**src/rtl/clock_pkg.sv**
```systemverilog
// Shared constants and FSM state type for the time-of-day keeper and display path.
package clock_pkg;

    localparam logic [4:0] HR_MAX  = 5'd23;
    localparam logic [5:0] MIN_MAX = 6'd59;
    localparam logic [5:0] SEC_MAX = 6'd59;
    localparam logic [4:0] HR_NOON = 5'd12;

    typedef enum logic [1:0] {
        IDLE   = 2'd0,
        COUNT  = 2'd1,
        LOADED = 2'd2
    } state_e;

endpackage

```
**src/rtl/h24_to_h12.sv**
```systemverilog
// Purely combinational 24h hour to 12h hour + AM/PM flag conversion.
module h24_to_h12
    import clock_pkg::*;
(
    input  logic [4:0] hr24_i,
    output logic [3:0] h12_o,
    output logic       pm_o
);

    // Midnight and noon both display as 12; afternoon hours drop by 12.
    always_comb begin
        h12_o = hr24_i[3:0];
        pm_o  = 1'b0;
        if (hr24_i == 5'd0) begin
            h12_o = HR_NOON[3:0];
        end else if (hr24_i == HR_NOON) begin
            pm_o  = 1'b1;
        end else if (hr24_i > HR_NOON) begin
            h12_o = 4'(hr24_i - HR_NOON);
            pm_o  = 1'b1;
        end
    end

endmodule

```
**src/rtl/h24_h12_clock.sv**
```systemverilog
// Free-running 24h time-of-day keeper with loadable time and registered 12h display.
module h24_h12_clock
    import clock_pkg::*;
#(
    parameter int unsigned CLK_DIV = 4
) (
    input  logic       clk,
    input  logic       rst_n,
    input  logic       run,
    input  logic       load_valid,
    output logic       load_ready,
    input  logic [4:0] load_h24,
    input  logic [5:0] load_min,
    input  logic [5:0] load_sec,
    output logic [3:0] h12,
    output logic       pm,
    output logic [5:0] min,
    output logic [5:0] sec,
    output logic       upd,
    output logic       load_err
);

    localparam int unsigned     PW   = (CLK_DIV > 1) ? $clog2(CLK_DIV) : 1;
    localparam logic [PW-1:0]   PMAX = PW'(CLK_DIV - 1);

    state_e        state_q, state_d;
    logic [PW-1:0] pcnt_q, pcnt_d;
    logic [4:0]    hr_q, hr_d;
    logic [5:0]    mn_q, mn_d;
    logic [5:0]    sc_q, sc_d;
    logic          chg_q, err_q;
    logic [3:0]    h12_q;
    logic          pm_q, upd_q, load_err_q;
    logic [5:0]    min_q, sec_q;

    logic          load_legal, load_acc, load_bad, adv, tick;
    logic [3:0]    conv_h12;
    logic          conv_pm;

    assign load_ready = 1'b1;
    assign load_legal = (load_h24 <= HR_MAX) && (load_min <= MIN_MAX) && (load_sec <= SEC_MAX);
    assign load_acc   = load_valid && load_legal;
    assign load_bad   = load_valid && !load_legal;
    // Any load request freezes the prescaler for that cycle: a legal one
    // overwrites the time, an illegal one must leave time and pcnt untouched,
    // which also keeps upd and load_err mutually exclusive.
    assign adv        = run && (state_q != IDLE) && !load_valid;
    assign tick       = adv && (pcnt_q == PMAX);

    h24_to_h12 u_conv (
        .hr24_i (hr_q),
        .h12_o  (conv_h12),
        .pm_o   (conv_pm)
    );

    // Next-state logic: FSM, prescaler and time counters with carry chain.
    always_comb begin
        state_d = state_q;
        pcnt_d  = pcnt_q;
        hr_d    = hr_q;
        mn_d    = mn_q;
        sc_d    = sc_q;

        case (state_q)
            IDLE:    if (run)  state_d = COUNT;
            COUNT:   if (!run) state_d = IDLE;
            LOADED:  state_d = run ? COUNT : IDLE;
            default: state_d = IDLE;
        endcase
        if (load_acc) state_d = LOADED;

        if (load_acc) begin
            pcnt_d = '0;
            hr_d   = load_h24;
            mn_d   = load_min;
            sc_d   = load_sec;
        end else if (adv) begin
            pcnt_d = tick ? '0 : pcnt_q + 1'b1;
            if (tick) begin
                if (sc_q == SEC_MAX) begin
                    sc_d = '0;
                    if (mn_q == MIN_MAX) begin
                        mn_d = '0;
                        hr_d = (hr_q == HR_MAX) ? '0 : hr_q + 5'd1;
                    end else begin
                        mn_d = mn_q + 6'd1;
                    end
                end else begin
                    sc_d = sc_q + 6'd1;
                end
            end
        end
    end

    // Core state: FSM, prescaler, 24h time and one-cycle event flags.
    always_ff @(posedge clk or negedge rst_n) begin
        if (!rst_n) begin
            state_q <= IDLE;
            pcnt_q  <= '0;
            hr_q    <= '0;
            mn_q    <= '0;
            sc_q    <= '0;
            chg_q   <= 1'b0;
            err_q   <= 1'b0;
        end else begin
            state_q <= state_d;
            pcnt_q  <= pcnt_d;
            hr_q    <= hr_d;
            mn_q    <= mn_d;
            sc_q    <= sc_d;
            chg_q   <= load_acc || tick;
            err_q   <= load_bad;
        end
    end

    // Registered display outputs, one cycle behind the internal time.
    always_ff @(posedge clk or negedge rst_n) begin
        if (!rst_n) begin
            h12_q      <= 4'd12;
            pm_q       <= 1'b0;
            min_q      <= '0;
            sec_q      <= '0;
            upd_q      <= 1'b0;
            load_err_q <= 1'b0;
        end else begin
            h12_q      <= conv_h12;
            pm_q       <= conv_pm;
            min_q      <= mn_q;
            sec_q      <= sc_q;
            upd_q      <= chg_q;
            load_err_q <= err_q;
        end
    end

    assign h12      = h12_q;
    assign pm       = pm_q;
    assign min      = min_q;
    assign sec      = sec_q;
    assign upd      = upd_q;
    assign load_err = load_err_q;

endmodule

```
**config.mk**
```make
export PLATFORM = sky130hd
export DESIGN_NAME = h24_h12_clock
export DESIGN_NICKNAME = d
export VERILOG_FILES = /design/src/rtl/clock_pkg.sv /design/src/rtl/h24_to_h12.sv /design/src/rtl/h24_h12_clock.sv
export SDC_FILE = /design/constraint.sdc
export NUM_CORES = 1
export LEC_CHECK = 0
export ABC_AREA = 1
export BUFFER_PORTS_ARGS = -buffer_cell sky130_fd_sc_hd__buf_2
export CORE_UTILIZATION = 40
export DETAILED_ROUTE_END_ITERATION = 8
export MAX_ROUTING_LAYER = met4
export PLACE_DENSITY = 0.66
export SLEW_MARGIN = 20
export SYNTH_ARGS = -nofsm -noshare
export SYNTH_HDL_FRONTEND = slang
export SYNTH_SLANG_ARGS = --single-unit
```
**constraint.sdc**
```tcl
create_clock -name clk -period 2.7 [get_ports clk]
set_clock_uncertainty 0.2 [all_clocks]
set_input_delay 0.54 -clock clk [delete_from_list [all_inputs] [get_ports clk]]
set_output_delay 0.54 -clock clk [all_outputs]
set_load 0.02 [all_outputs]
```
==> reports/results.txt <==
Sw Share = 0.347
peak supply drop = 352 uV
number of synthesized flops with an enable pin = 0
Arrival @ worst endpoint = 1.91 ns
top cell type by total area after synthesis = dfrtp_1
DRT iter0 DRCs = 95
insertion delay to the later sink of the worst-skew pair = 0.29 ns
die height = 74.5 um
RSZ-0062 raised after global routing = no
io pins = 41
worst reg2reg setup slack = 0.77 ns
switching power = 0.663 mW
Initial Utilization = 0.415
Synth top cells by count = nand2_1, dfrtp_1, nand3_1
critical path's slowest cell = dfrtp_1
Yosys top cell area share = 0.476
final hold violation count = 0
vias per inst = 4.67
register bit total from synthesis = 42
overall routing resource usage = 0.168
sequential cell area fraction in the yosys report = 0.501
post-CTS setup buffers = 0
Area Growth Syn to Fin = 17.2%
Routed Antenna Nets = 0
most frequent cell after synthesis = nand2_1
ANT cells = 0
CTS Buffer Depth = 2
die width = 74.5 um
fraction of layout cells with a size suffix above 1 = 0.234
Netlist Area Pre-Place = 0.00210 mm^2
Top delay family on crit path = simple AND/OR/NAND/NOR gates
Final nets = 310
CTS Root Cell = clkbuf_8
PortBufs = 39
Overflow after GRT = 0
first-pass GRT wire length = 6.70 mm
first drt pass iteration count = 5
max-slew violations = 0
drt drc = 0
worst path bufs/invs = 1
Syn Nets = 268
clock share of power = 0.245
TNS Setup = 0 ns
CP Data Required Time = 2.68 ns
CTS Hold Bufs = 0
largest net degree at the start of global routing = 25
Flop pwr share = 0.465
ys async rst share = 1.00
Max Clk Rate = 517 MHz
fin crit share = 0.716
CTS Buf Count = 5
Synth cell types = 32
CTS tree = yes
peak per-stage delay on the critical path = 0.41 ns
Lkg Pwr = 1.35 nW
yosys warns = 0
crit path cell chain = ha_1 -> inv_1 -> nor3_2 -> nand2_2 -> o21ai_4 -> nand2_2 -> nand2_1 -> nand2_1
number of cell rows = 26
initial antenna violation count = 0
Die Area = 0.00556 mm^2
Synth Flop Type = dfrtp_1
Relative slew margins = 0.638
Core Footprint = 0.00507 mm^2
Setup-failing EPs final = 0
Max-cap violations = 0
outcome = complete, no violations
Syn Area/Cell = 8.81 um^2
Tmin final = 1.93 ns
Setup CP Type = flop to flop
Worst Max-Slew Pin Slew = 0.543 ns
H-tree Lvls = 2
Final HPWL DP = 2.96 mm
top cells by area, synth = dfrtp_1, nand2_1, nand3_1, ha_1, inv_1
Post-Syn Instances = 239
Routed WL = 3.98 mm
Avg WL per Cell = 11.3 um
CTS resizes = 0
Hold Path Class = primary input to async pin
Pint = 1.25 mW
CP Capture Type = flop
total number of vias = 1643
CP Max Fanout = 13
logic gate share of total power = 0.290
FILL cells = 504
Fin Hold WS = 0.0227 ns
power per cell area = 775 mW/mm^2
Worst-path clk slew = 0.08 ns
number of global-route vias before repair = 1467
clock sinks = 42
element type at the critical path start = flop
routability-driven placement congestion ratio = 0.856
## stage by stage
step | utilization | std cells | power, mW | area [um^2] | setup WS, ns
6_report | 0.486 | 352 | 1.91 | 2470 | 0.766
5_1_grt | 0.486 | 352 | 2.06 | 2470 | 0.623
4_1_cts | 0.486 | 352 | 1.93 | 2470 | 0.764
3_5_place_dp | 0.464 | 344 | 1.46 | 2360 | 0.649
3_3_place_gp | 0.464 | 344 | 1.45 | 2360 | 0.684
2_1_floorplan | - | 239 | 1.29 | 2100 | 1.06
## registers in the layout, summed over array words and instances (netlist names), 2 cells and up
name     flops
min          6
mn_q         6
sc_q         6
sec          6
hr_q         5
h12          4
pcnt_q       2
state_q      2
## power groups by stage
| stage | clock network, mW | registers, mW | logic, mW |
|---|---|---|---|
| after CTS | 0.479 | 0.891 | 0.561 |
| final | 0.468 | 0.889 | 0.554 |
| after global placement | 0 | 0.901 | 0.551 |
| after global routing | 0.502 | 0.913 | 0.643 |
| after detailed placement | 0 | 0.902 | 0.559 |
| after floorplan | 0 | 0.969 | 0.323 |
## logic make-up after synthesis
logic type,after synthesis,synth area share
adder cells (fa/ha/maj),8,0.0476
other,1,0.00178
AO/OA/AOI/OAI,9,0.0291
multiplexers,1,0.00535
buffers and inverters,30,0.0648
AND/OR/NAND/NOR,138,0.309
flip-flops,42,0.501
XOR/XNOR,10,0.0416
## layer usage
| layer | vias to the layer above | wire (um) | global-route usage |
|---|---|---|---|
| li1 | 834 | - | - |
| met1 | 763 | 1850 | 0.215 |
| met2 | 40 | 1900 | 0.263 |
| met3 | 6 | 160 | 0.0325 |
| met4 | 0 | 61 | 0.0650 |
| met5 | - | 0 | - |
## worst paths after layout
kind                            startpoint       to  cells after the start
worst min-delay path                 rst_n      upd                      1
max in group asynchronous            rst_n   h12[3]                      2
worst min register to register       chg_q      upd                      0
worst max-delay path               sc_q[0]  hr_q[2]                      8
min in group clk                     chg_q      upd                      0
worst max register to register     sc_q[0]  hr_q[2]                      8
## cell type report
type	instances	area, um^2	share of cell area
repair buffers	41	210	0.0852
clock buffers	8	110	0.0446
inverters	24	90.1	0.0365
multi-input cells	167	915	0.371
flip-flops and latches	42	1050	0.427
well taps	70	87.6	0.0355
## layout by cell type (no fill, tap or decap), types with 3 or more instances in the layout
cell / netlist / layout
nand2_2: 3 / 3
nor2_1: 13 / 13
nand3_1: 23 / 23
nand4_1: 7 / 7
nand2_1: 83 / 83
inv_2: 5 / 5
o21ai_1: 3 / 3
inv_1: 18 / 18
buf_2: 1 / 39
xor2_1: 5 / 5
dfrtp_1: 40 / 40
ha_1: 8 / 8
clkbuf_8: 0 / 8
xnor2_1: 5 / 5
Power figures use the tool's default switching activity.
